--- src/rtl/keypad_scanner.sv ---
// 4x4 matrix keypad scanner: column scan, 2-flop row sync, ghost reject, scan-level debounce, hex entry register.
// Latency: key_valid one cycle after the scan_done of the DEBOUNCE-th agreeing scan.
// Backpressure: none; key_valid is a one-cycle pulse with no ready, and key_code/value hold between pulses.
//
// Ports:
//   i_clk        system clock
//   i_reset      synchronous active-high reset
//   i_row[3:0]   keypad rows, active-low, asynchronous to i_clk
//   i_clear      synchronous clear of o_value
//   o_col[3:0]   column drive, active-low, exactly one bit low
//   o_key_valid  one-cycle pulse per accepted press
//   o_key_code   hex code of the last accepted key
//   o_pressed    high while an accepted key is considered held
//   o_value      last four accepted digits, newest in [3:0]
module keypad_scanner #(
    parameter int SCAN_DIV = 25000,
    parameter int DEBOUNCE = 4
) (
    input  logic        i_clk,
    input  logic        i_reset,
    input  logic [3:0]  i_row,
    input  logic        i_clear,
    output logic [3:0]  o_col,
    output logic        o_key_valid,
    output logic [3:0]  o_key_code,
    output logic        o_pressed,
    output logic [15:0] o_value
);
    localparam int              DW         = (SCAN_DIV > 1) ? $clog2(SCAN_DIV) : 1;
    localparam logic [DW-1:0]   DWELL_LAST = DW'(SCAN_DIV - 1);
    localparam logic [3:0]      DB_TARGET  = 4'(DEBOUNCE);

    localparam logic [1:0] S_IDLE        = 2'd0;
    localparam logic [1:0] S_PRESS_CHK   = 2'd1;
    localparam logic [1:0] S_HELD        = 2'd2;
    localparam logic [1:0] S_RELEASE_CHK = 2'd3;

    function automatic logic [3:0] keymap(input logic [1:0] r, input logic [1:0] c);
        logic [3:0] k;
        case ({r, c})
            4'h0: k = 4'h1;  4'h1: k = 4'h2;  4'h2: k = 4'h3;  4'h3: k = 4'hA;
            4'h4: k = 4'h4;  4'h5: k = 4'h5;  4'h6: k = 4'h6;  4'h7: k = 4'hB;
            4'h8: k = 4'h7;  4'h9: k = 4'h8;  4'hA: k = 4'h9;  4'hB: k = 4'hC;
            4'hC: k = 4'h0;  4'hD: k = 4'hF;  4'hE: k = 4'hE;  default: k = 4'hD;
        endcase
        return k;
    endfunction

    // scan datapath registers
    logic [3:0]    r_row_s1, r_row_s2;
    logic [DW-1:0] r_dwell;
    logic [1:0]    r_col_idx;
    logic [1:0]    r_hits;      // low bits seen this scan: 0, 1, or 2 meaning "two or more"
    logic [3:0]    r_code;

    // debounce / output registers
    logic [1:0]    r_state;
    logic [3:0]    r_cnt;
    logic [3:0]    r_cand;
    logic          r_key_valid;
    logic [3:0]    r_key_code;
    logic [15:0]   r_value;

    logic [3:0]    w_low;
    logic [2:0]    w_col_cnt;
    logic [2:0]    w_sum;
    logic [1:0]    w_hits_next;
    logic [1:0]    w_row_idx;
    logic [3:0]    w_code_next;
    logic          w_sample;
    logic          w_scan_done;
    logic          w_scan_key;

    assign w_low     = ~r_row_s2;
    assign w_col_cnt = 3'(w_low[0]) + 3'(w_low[1]) + 3'(w_low[2]) + 3'(w_low[3]);
    assign w_sum     = {1'b0, r_hits} + w_col_cnt;
    // saturate at 2: anything beyond one hit is already a ghost
    assign w_hits_next = (w_sum >= 3'd2) ? 2'd2 : w_sum[1:0];

    always_comb begin
        w_row_idx = 2'd3;
        if (w_low[0])      w_row_idx = 2'd0;
        else if (w_low[1]) w_row_idx = 2'd1;
        else if (w_low[2]) w_row_idx = 2'd2;
    end

    assign w_code_next = (w_col_cnt == 3'd1) ? keymap(w_row_idx, r_col_idx) : r_code;
    assign w_sample    = (r_dwell == DWELL_LAST);
    assign w_scan_done = w_sample && (r_col_idx == 2'd3);
    assign w_scan_key  = (w_hits_next == 2'd1);

    always_ff @(posedge i_clk) begin
        if (i_reset) begin
            r_row_s1  <= 4'b1111;
            r_row_s2  <= 4'b1111;
            r_dwell   <= '0;
            r_col_idx <= 2'd0;
            r_hits    <= 2'd0;
            r_code    <= 4'h0;
        end else begin
            r_row_s1 <= i_row;
            r_row_s2 <= r_row_s1;
            if (w_sample) begin
                r_dwell   <= '0;
                r_col_idx <= r_col_idx + 2'd1;
            end else begin
                r_dwell <= r_dwell + 1'b1;
            end
            // the col3 sample closes the scan; the accumulator restarts for the next one
            if (w_scan_done) begin
                r_hits <= 2'd0;
                r_code <= 4'h0;
            end else if (w_sample) begin
                r_hits <= w_hits_next;
                r_code <= w_code_next;
            end
        end
    end

    logic [1:0] w_state_nx;
    logic [3:0] w_cnt_nx;
    logic [3:0] w_cand_nx;
    logic       w_accept;

    always_comb begin
        w_state_nx = r_state;
        w_cnt_nx   = r_cnt;
        w_cand_nx  = r_cand;
        w_accept   = 1'b0;
        if (w_scan_done) begin
            case (r_state)
                S_IDLE: begin
                    if (w_scan_key) begin
                        w_cand_nx = w_code_next;
                        w_cnt_nx  = 4'd1;
                        if (DB_TARGET == 4'd1) begin
                            w_accept   = 1'b1;
                            w_state_nx = S_HELD;
                        end else begin
                            w_state_nx = S_PRESS_CHK;
                        end
                    end
                end
                S_PRESS_CHK: begin
                    if (!w_scan_key) begin
                        w_state_nx = S_IDLE;
                    end else if (w_code_next == r_cand) begin
                        w_cnt_nx = r_cnt + 4'd1;
                        if (r_cnt + 4'd1 == DB_TARGET) begin
                            w_accept   = 1'b1;
                            w_state_nx = S_HELD;
                        end
                    end else begin
                        w_cand_nx = w_code_next;
                        w_cnt_nx  = 4'd1;
                    end
                end
                S_HELD: begin
                    // no auto-repeat: any key, even a different one, just keeps us here
                    if (!w_scan_key) begin
                        w_cnt_nx   = 4'd1;
                        w_state_nx = (DB_TARGET == 4'd1) ? S_IDLE : S_RELEASE_CHK;
                    end
                end
                default: begin
                    if (w_scan_key) begin
                        w_state_nx = S_HELD;
                    end else begin
                        w_cnt_nx = r_cnt + 4'd1;
                        if (r_cnt + 4'd1 == DB_TARGET) w_state_nx = S_IDLE;
                    end
                end
            endcase
        end
    end

    always_ff @(posedge i_clk) begin
        if (i_reset) begin
            r_state     <= S_IDLE;
            r_cnt       <= 4'd0;
            r_cand      <= 4'h0;
            r_key_valid <= 1'b0;
            r_key_code  <= 4'h0;
            r_value     <= 16'h0000;
        end else begin
            r_state     <= w_state_nx;
            r_cnt       <= w_cnt_nx;
            r_cand      <= w_cand_nx;
            r_key_valid <= w_accept;
            if (w_accept) r_key_code <= w_cand_nx;
            // clear has priority over a simultaneous accept for the entry register only
            if (i_clear)       r_value <= 16'h0000;
            else if (w_accept) r_value <= {r_value[11:0], w_cand_nx};
        end
    end

    assign o_col       = ~(4'b0001 << r_col_idx);
    assign o_key_valid = r_key_valid;
    assign o_key_code  = r_key_code;
    assign o_pressed   = (r_state == S_HELD) || (r_state == S_RELEASE_CHK);
    assign o_value     = r_value;
endmodule

--- config.mk ---
export PLATFORM = sky130hd
export DESIGN_NAME = keypad_scanner
export DESIGN_NICKNAME = d
export VERILOG_FILES = /design/src/rtl/keypad_scanner.sv
export SDC_FILE = /design/constraint.sdc
export NUM_CORES = 1
export LEC_CHECK = 0
export ABC_AREA = 0
export CORE_AREA = 2 2 75 77
export CTS_CLUSTER_DIAMETER = 50
export DETAILED_ROUTE_END_ITERATION = 7
export DIE_AREA = 0 0 77 79
export GPL_TIMING_DRIVEN = 0
export PLACE_DENSITY = 0.9
export SETUP_SLACK_MARGIN = 0.15
export SLEW_MARGIN = 10
export SYNTH_ARGS = -nofsm -noshare
export SYNTH_HDL_FRONTEND = slang
export SYNTH_SLANG_ARGS = --single-unit
--- constraint.sdc ---
create_clock -name i_clk -period 5.8 [get_ports i_clk]
set_input_delay 1.16 -clock i_clk [delete_from_list [all_inputs] [get_ports i_clk]]
set_output_delay 1.16 -clock i_clk [all_outputs]
set_load 0.01 [all_outputs]
==> flow_summary.ini, run 1 <==
[synth]
syn_inst = 343
synth_area_um2 = 3070
ys_seq_elements = 62
yosys-top-cells-area = dfxtp_1, ha_1, mux2i_1
yosysMostFrequentCell = dfxtp_1
avgSynthCellArea_um2 = 8.95
synth_flop_cell = dfxtp_1
synth_area_leader_cell = dfxtp_1
synth_cell_types = 53
yosys-top-cells-count = dfxtp_1, nor2_1, nand2_1, a21oi_1, mux2i_1
synth_edf_count = 0
synth_top_area_frac = 0.404
synthArstFlopShare = 0
yosysSeqAreaShare = 0.404
synth_nets = 368
yosysWarnings = 0

[timing]
drv_slew = 0
period_minus_slack_ns = 4.14
setup_viol = 0
fin_crit_sh = 0.715
fin_setup_tns_ns = 0
skew_ns = 0.00724
grt_setup_unrepaired = no
max-slew-margin-rel = 0.515
hold_viol = 0
worstMarginPinSlew_ns = 0.718
fin_ws_ns = 1.66
fmaxAchievable_mhz = 241

[cts]
clock_latency_ns = 0.35
cts_root_buffer = clkbuf_8
tritoncts = done
cts_resized = 0
clock-sinks = 62
clk_path_buf_depth = 2
postCtsSetupBuffers = 0
holdBufCountCts = 0
htreeDepth = 3
numCtsBuffers = 9
clk_pin_slew_ns = 0.07

[detailed_routing]
route.detailed.wl_per_inst_um = 13.8
first_pass_iters = 4
routed_wl_um = 6410
antenna_left = 0
vias = 2538
drc = 0
drtIter0Drc = 162
vias_per_cell = 5.48

[worst_setup_path]
max_stage_delay_ns = 0.70
worstPathRequired_ns = 6.06
critPathSlowestCell = nor4b_1
worstSetupEndpointType = register
r2r_cells = 11
cp.arrival_ns = 4.40
worst-path-max-fanout = 9
reg2reg_slack_ns = 1.66
crit_type = reg2reg
r2r-end = r_state[0]
r2r-start = r_row_s2[0]
crit_chain = inv_1, fa_1, ha_1, ha_1, nor3b_2, o31ai_1, o21ai_0, xor2_1, nor4b_1, o21ai_0, a211oi_1
crit_path_start_kind = register

[floorplanning]
core-area_um2 = 5340
num_rows = 27
ioPinCount = 33
start_util = 0.575
die_x_um = 77
die_y_um = 79
dieArea_um2 = 6080

[hold_path]
hold_path_class = reg2reg
hp-start = r_row_s1[0]
hold-path-endpoint = r_row_s2[0]
hold_path_depth = 1

[power]
clkPwrFrac = 0.437
pwr_density_cell_nw_per_um2 = 237
peakVddDrop_mv = 0.195
switching_share = 0.242
p_comb_frac = 0.067
switchingPower_uw = 212
p_int_uw = 661
finalPower_uw = 873
leakage_uw = 0.00137
seq_power_share = 0.496

[placement]
pre_cts_ws_ns = 1.83
numPlacedInstances = 447
port_buffers = 32
hpwl_um = 4470
globalplace.congestion = 0.840

[finish]
drive_above_1_share = 0.0921
synthToLayoutAreaGrowth_pct = 19.8
fin_util = 0.689
diodes = 0
fin_nets = 411
final-instance-count-excl-fill = 463

[global_route]
grt_max_degree = 12
antenna_found_initial = 0
grt_pass1_vias = 2494
grt_pass1_wl_um = 11000
gr-total-overflow = 0
track_usage = 0.226

[run]
max_cap_viol_count = 0

[status]
outcome = completed
[metrics by stage]
stage          hold WS (ns)  area (um^2)
2_1_floorplan         0.389         3070
5_1_grt               0.439         3680
6_report              0.410         3680
3_5_place_dp          0.397         3480
3_3_place_gp          0.396         3480
4_1_cts               0.419         3680
[cells by family (layout without fill, tap and decap cells)]
kind of cell	Yosys count	after routing	share of synthesized area
compound gates	50	50	0.100
xor+xnor	14	14	0.0399
fa+ha+maj	18	18	0.0782
buf+inv	27	75	0.0379
flops	62	62	0.404
mux	19	19	0.0623
simple gates	153	153	0.277
[critical path, delay by kind of cell (launching register included)]
kind	cells	cell delay, ns
buffers and inverters	1	0.13
AO/OA/AOI/OAI	4	1.02
adder cells (fa/ha/maj)	3	1.02
flip-flops	1	0.41
XOR/XNOR	1	0.22
AND/OR/NAND/NOR	2	1.24
[final cells by class]
type	count	area, um^2
plain buffers	13	63.8
repair buffers	32	320
inverters	14	52.6
flip-flops and latches	62	1240
well taps	72	90.1
clock inverters	6	61.3
fillers	446	1660
multi-input cells	254	1710
clock buffers	10	138
[sequential cells by signal (all words and copies together), names as in the netlist, named ones only]
signal and count:
o_key_code 4, r_cnt 4, r_col_idx 2, r_dwell 15, o_key_valid 1, r_row_s1 4
r_code 4, r_row_s2 4, r_cand 4, r_state 1, r_hits 2, o_value 16
[routing by layer]
metal | vias up | GRT usage | wire, um
met5 | - | 0 | 0
met4 | 0 | 0.0964 | 168
met2 | 42 | 0.392 | 3130
met1 | 1197 | 0.260 | 2910
li1 | 1283 | - | -
met3 | 16 | 0.0670 | 207
[power by group through the flow]
stage	sequential (uW)	combinational [uW]	clock [uW]
2_1_floorplan	442	41.9	0
3_3_place_gp	442	55.4	0
3_5_place_dp	443	56.7	0
4_1_cts	433	58.3	385
5_1_grt	433	65.2	406
6_report	433	58.6	381
[worst max path at each step]
stage / startpoint / to / slack, ns / depth (start not counted)
CTS: r_row_s2[0] / r_state[0] / 1.68 / 11
global placement: r_row_s2[0] / r_state[0] / 1.82 / 11
detailed placement: r_row_s2[0] / r_state[0] / 1.83 / 11
floorplan: r_row_s2[0] / o_value[10] / 2.41 / 12
finish: r_row_s2[0] / r_state[0] / 1.66 / 11
global route: r_row_s2[0] / r_state[0] / 1.38 / 11
[cell usage in the layout (no fill, tap or decap), types with 4 or more instances in the layout]
cell type        synthesis  final
a21oi_1                 23     23
and2_1                   5      5
clkbuf_1                10     10
clkbuf_8                 0     10
clkdlybuf4s50_1          0     32
dfxtp_1                 62     62
ha_1                    16     16
inv_1                   14     14
mux2i_1                 18     18
nand2_1                 26     26
nand2b_1                 8      8
nand3_1                 13     13
nand4_1                  6      6
nor2_1                  40     40
nor2b_1                  5      5
nor3_1                   6      6
nor3b_1                  4      4
o21ai_0                  9      9
or2_2                   11     11
or3_1                    6      6
xnor2_1                  5      5
xor2_1                   9      9
Power figures use the tool's default switching activity.
==> inputs of run 2 (changes only) <==
--- a/config.mk
+++ b/config.mk
@@ -6,12 +6,12 @@
 export NUM_CORES = 1
 export LEC_CHECK = 0
 export ABC_AREA = 0
-export CORE_AREA = 2 2 75 77
+export CORE_AREA = 2 2 78 80
 export CTS_CLUSTER_DIAMETER = 50
 export DETAILED_ROUTE_END_ITERATION = 7
-export DIE_AREA = 0 0 77 79
+export DIE_AREA = 0 0 80 82
 export GPL_TIMING_DRIVEN = 0
-export PLACE_DENSITY = 0.9
+export PLACE_DENSITY = 0.85
 export SETUP_SLACK_MARGIN = 0.15
 export SLEW_MARGIN = 10
 export SYNTH_ARGS = -nofsm -noshare
==> constraint.sdc (replaced) <==
create_clock -name i_clk -period 4 [get_ports i_clk]
set_input_delay 0.8 -clock i_clk [delete_from_list [all_inputs] [get_ports i_clk]]
set_output_delay 0.8 -clock i_clk [all_outputs]
set_load 0.01 [all_outputs]
==> flow_summary.ini, run 2 (synthesis gave the netlist of run 1 again) <==
[finish]
fin_nets = 419
final_cell_mix = dfxtp_1, nor2_1, clkdlybuf4s50_1
fillers = 458
largest_register_ff_count = 16
drive_above_1_share = 0.118
synthToLayoutAreaGrowth_pct = 23.2
ff_latch_area_um2 = 1240
final_area_um2 = 3780
final-instance-count-excl-fill = 473
multi_input_area_um2 = 1760
diodes = 0
mostFrequentLayoutCell = dfxtp_1

[timing]
fin_crit_sh = 0.915
period_minus_slack_ns = 3.66
worstMarginPinSlew_ns = 0.580
skew_ns = 0.00514
hold_viol = 0
drv_slew = 0
setup_viol = 0
grt_setup_unrepaired = no
max-slew-margin-rel = 0.612
fmaxAchievable_mhz = 273

[floorplanning]
ioPinCount = 33
die_y_um = 82
die_x_um = 80
num_rows = 28
dieArea_um2 = 6560
start_util = 0.534
core-area_um2 = 5750

[global_route]
grt_pass1_vias = 2561
grt_max_degree = 11
gr-total-overflow = 0
antenna_found_initial = 0
track_usage = 0.228
grt_pass1_wl_um = 11700

[placement]
port_buffers = 32
place_area_um2 = 3480
numPlacedInstances = 450
globalplace.congestion = 0.875
hpwl_um = 4680

[detailed_routing]
first_pass_iters = 4
drc = 0
antenna_left = 0
vias = 2697
vias_per_cell = 5.70
route.detailed.wl_per_inst_um = 15.1
drtIter0Drc = 181
routed_wl_um = 7130

[worst_setup_path]
cp.arrival_ns = 3.87
setup.worst_path.start = r_row_s2[0]
r2r-end = o_value[13]
r2r-start = r_row_s2[0]
reg2reg_slack_ns = 0.34
worst-path-max-fanout = 10
worstSetupEndpointType = register
r2r_cells = 13
crit_path_start_kind = register
endpoint = o_value[13]
crit_type = reg2reg
worstPathRequired_ns = 4.21

[run]
max_cap_viol_count = 0

[hold_path]
hold_path_class = reg2reg

[power]
peakVddDrop_mv = 0.283
leakage_uw = 0.00141
pwr_density_cell_nw_per_um2 = 339

[cts]
cts_root_buffer = clkbuf_8
clk_path_buf_depth = 2
numCtsBuffers = 9
clk_pin_slew_ns = 0.07
clock_latency_ns = 0.34
holdBufCountCts = 0
tritoncts = done
clock-sinks = 62
htreeDepth = 3

[status]
outcome = completed
==> run 2: how the worst min path moves through the flow <==
stage | startpoint | end | slack (ns) | cells after the start
2_1_floorplan | r_row_s1[0] | r_row_s2[0] | 0.39 | 1
3_3_place_gp | r_row_s1[2] | r_row_s2[2] | 0.40 | 1
3_5_place_dp | r_row_s1[0] | r_row_s2[0] | 0.40 | 1
4_1_cts | r_row_s1[2] | r_row_s2[2] | 0.42 | 1
5_1_grt | r_row_s1[2] | r_row_s2[2] | 0.42 | 1
6_report | r_row_s1[2] | r_row_s2[2] | 0.42 | 1
==> run 2: critical path: stages (launching register included) <==
cell and delay, ns:
dfxtp_2 0.38, inv_1 0.10, fa_1 0.48, ha_1 0.33, ha_1 0.21, fa_1 0.38, xor2_1 0.21, nor3b_4 0.34
nand4_1 0.20, nor4_4 0.28, buf_4 0.19, buf_6 0.17, mux2i_2 0.21, nor2_1 0.06
==> run 2: final cells by class <==
cell class                      instances  area share
Clock buffer                           11      0.0374
Timing Repair Buffer                   40       0.101
Multi-Input combinational cell        254       0.465
Buffer                                 13      0.0169
Sequential cell                        62       0.328
Clock inverter                          4      0.0126
Tap cell                               75      0.0248
Inverter                               14      0.0139
==> run 2: where the power goes <==
| group | switching (uW) | internal [uW] |
|---|---|---|
| clock | 242 | 299 |
| sequential | 4.51 | 624 |
| combinational | 60.9 | 50.8 |
==> run 2: stage by stage <==
step	setup TNS, ns	setup WS [ns]	hold slack (ns)	utilization	power, uW
5_1_grt	0	0.150	0.424	0.658	1320
6_report	0	0.340	0.417	0.658	1280
3_3_place_gp	-0.00872	-0.00872	0.397	0.606	722
3_5_place_dp	-0.0927	-0.0927	0.402	0.606	725
2_1_floorplan	0	0.608	0.389	-	702
4_1_cts	0	0.199	0.420	0.643	1260
==> run 2: layer usage <==
layer | wire length, um | part of all wire | GRT usage | vias up
li1 | - | - | - | 1298
met2 | 3650 | 0.51 | 0.396 | 84
met3 | 355 | 0.050 | 0.0571 | 22
met4 | 191 | 0.027 | 0.0915 | 0
met5 | 0 | 0 | 0 | -
met1 | 2930 | 0.41 | 0.271 | 1293
==> run 2: timing repair <==
item                                    CTS  global route
setup buffers                             0             8
hold endpoints to repair                  0             0
gates resized for setup                   4             5
pin swaps                                 0             4
endpoints found under the setup margin   25            28
==> inputs of run 3 (changes only) <==
--- a/config.mk
+++ b/config.mk
@@ -6,12 +6,12 @@
 export NUM_CORES = 1
 export LEC_CHECK = 0
 export ABC_AREA = 0
-export CORE_AREA = 2 2 78 80
+export CORE_AREA = 2 2 86 88
 export CTS_CLUSTER_DIAMETER = 50
 export DETAILED_ROUTE_END_ITERATION = 7
-export DIE_AREA = 0 0 80 82
+export DIE_AREA = 0 0 88 90
 export GPL_TIMING_DRIVEN = 0
-export PLACE_DENSITY = 0.85
+export PLACE_DENSITY = 0.73
 export SETUP_SLACK_MARGIN = 0.15
 export SLEW_MARGIN = 10
 export SYNTH_ARGS = -nofsm -noshare
==> flow_summary.ini, run 3 (synthesis gave the netlist of run 1 again) <==
[cts]
clock-sinks = 62
numCtsBuffers = 9
clk_path_buf_depth = 2
clock_latency_ns = 0.34
clk_pin_slew_ns = 0.07
holdBufCountCts = 0
htreeDepth = 3
cts_root_buffer = clkbuf_8
tritoncts = done

[finish]
mostFrequentLayoutCell = dfxtp_1
fillers = 615
final_cell_mix = dfxtp_1, nor2_1, clkdlybuf4s50_1
final-instance-count-excl-fill = 499
ff_latch_area_um2 = 1240
multi_input_area_um2 = 1740
drive_above_1_share = 0.120
largest_register_ff_count = 16
fin_nets = 420
diodes = 0
fin_util = 0.546
synthToLayoutAreaGrowth_pct = 24.8

[global_route]
gr-total-overflow = 0
track_usage = 0.171
grt_pass1_vias = 2402
grt_max_degree = 12
antenna_found_initial = 0
grt_pass1_wl_um = 10800

[timing]
grt_setup_unrepaired = no
max-slew-margin-rel = 0.667
skew_ns = 0.00872
period_minus_slack_ns = 3.63
setup_viol = 0
hold_viol = 0
fin_setup_tns_ns = 0
drv_slew = 0
worstMarginPinSlew_ns = 0.495
fin_crit_sh = 0.908
fmaxAchievable_mhz = 275

[hold_path]
hold_path_class = reg2reg
hold-path-endpoint = r_row_s2[2]
hp-start = r_row_s1[2]
hold_path_depth = 1

[detailed_routing]
vias_per_cell = 5.17
drc = 0
routed_wl_um = 6530
vias = 2579
antenna_left = 0
first_pass_iters = 4
drtIter0Drc = 108
route.detailed.wl_per_inst_um = 13.1

[worst_setup_path]
worstPathRequired_ns = 4.22
worst-path-max-fanout = 10
critPathSlowestCell = fa_1
max_stage_delay_ns = 0.54
reg2reg_slack_ns = 0.37
crit_path_start_kind = register
cp.arrival_ns = 3.85
crit_type = reg2reg
r2r_cells = 13
r2r-end = o_value[6]
setup.worst_path.start = r_row_s2[0]
r2r-start = r_row_s2[0]
path_common_cell = fa_1
crit_chain = inv_1, fa_1, ha_1, ha_2, fa_1, xor2_1, nor3b_4, nand4_1, nor4_4, buf_4, buf_6, mux2i_1, nor2_1
path_buf_inv = 3
worstSetupEndpointType = register
cp_top_family = adder cells

[power]
finalPower_uw = 1350
p_int_uw = 1040
seq_power_share = 0.466
peakVddDrop_mv = 0.220
switching_share = 0.229
leakage_uw = 0.00142
p_comb_frac = 0.077
clkPwrFrac = 0.457
switchingPower_uw = 308
pwr_density_cell_nw_per_um2 = 352

[floorplanning]
die_x_um = 88
ioPinCount = 33
die_y_um = 90
num_rows = 31
core-area_um2 = 7020
start_util = 0.437
dieArea_um2 = 7920

[status]
outcome = completed

[run]
max_cap_viol_count = 0

[placement]
port_buffers = 32
globalplace.congestion = 0.872
hpwl_um = 4610
numPlacedInstances = 474
run 3: cell count changes in the layout (fill, tap and decap cells not counted), sizes merged:
cell	delta
clkinv	-2
clkinvlp	+2
bufinv	+1
buf	+1
run 3: cell type report:
type,count,share of cell area
Tap cell,99,0.0323
Sequential cell,62,0.324
Timing Repair Buffer,41,0.101
Buffer,13,0.0167
Multi-Input combinational cell,254,0.453
Inverter,14,0.0137
Clock buffer,11,0.0369
Clock inverter,5,0.0215
run 3: how the worst max path moves through the flow:
stage | to | cells past startpoint
2_1_floorplan | o_value[10] | 12
3_3_place_gp | r_state[0] | 11
3_5_place_dp | r_state[0] | 11
4_1_cts | o_value[14] | 12
5_1_grt | o_value[6] | 13
6_report | o_value[6] | 13
run 3: routing by layer:
metal | track usage | vias up | wire length (um)
li1 | - | 1299 | -
met1 | 0.226 | 1228 | 3040
met2 | 0.266 | 40 | 3170
met3 | 0.0404 | 12 | 208
met4 | 0.0692 | 0 | 114
met5 | 0 | - | 0
run 3: worst reg2reg max path, cell delays in order (launching register included):
cell	delay (ns)
dfxtp_2	0.37
inv_1	0.10
fa_1	0.55
ha_1	0.15
ha_2	0.30
fa_1	0.41
xor2_1	0.19
nor3b_4	0.35
nand4_1	0.21
nor4_4	0.31
buf_4	0.18
buf_6	0.15
mux2i_1	0.20
nor2_1	0.05
run 3: through the flow:
stage                     cell area, um^2  worst slack (ns)  hold slack (ns)
final                                3830             0.368            0.411
after global routing                 3830             0.157            0.422
after CTS                            3750             0.155            0.413
after detailed placement             3510           -0.0460            0.397
after global placement               3510           -0.0687            0.396
after floorplan                      3070             0.608            0.389
run 3: power by group through the flow:
| stage | logic (uW) | clock network (uW) | registers [uW] |
|---|---|---|---|
| after floorplan | 60.8 | 0 | 641 |
| after CTS | 85.8 | 630 | 628 |
| after detailed placement | 82.9 | 0 | 642 |
| after global routing | 116 | 656 | 628 |
| final | 104 | 616 | 628 |
| after global placement | 81.9 | 0 | 642 |
run 3: timing repair:
item	in CTS	in global routing
gates cloned	0	1
pin swaps	0	4
resized for setup	3	6
endpoints found under the setup margin	22	27
buffers inserted	0	8
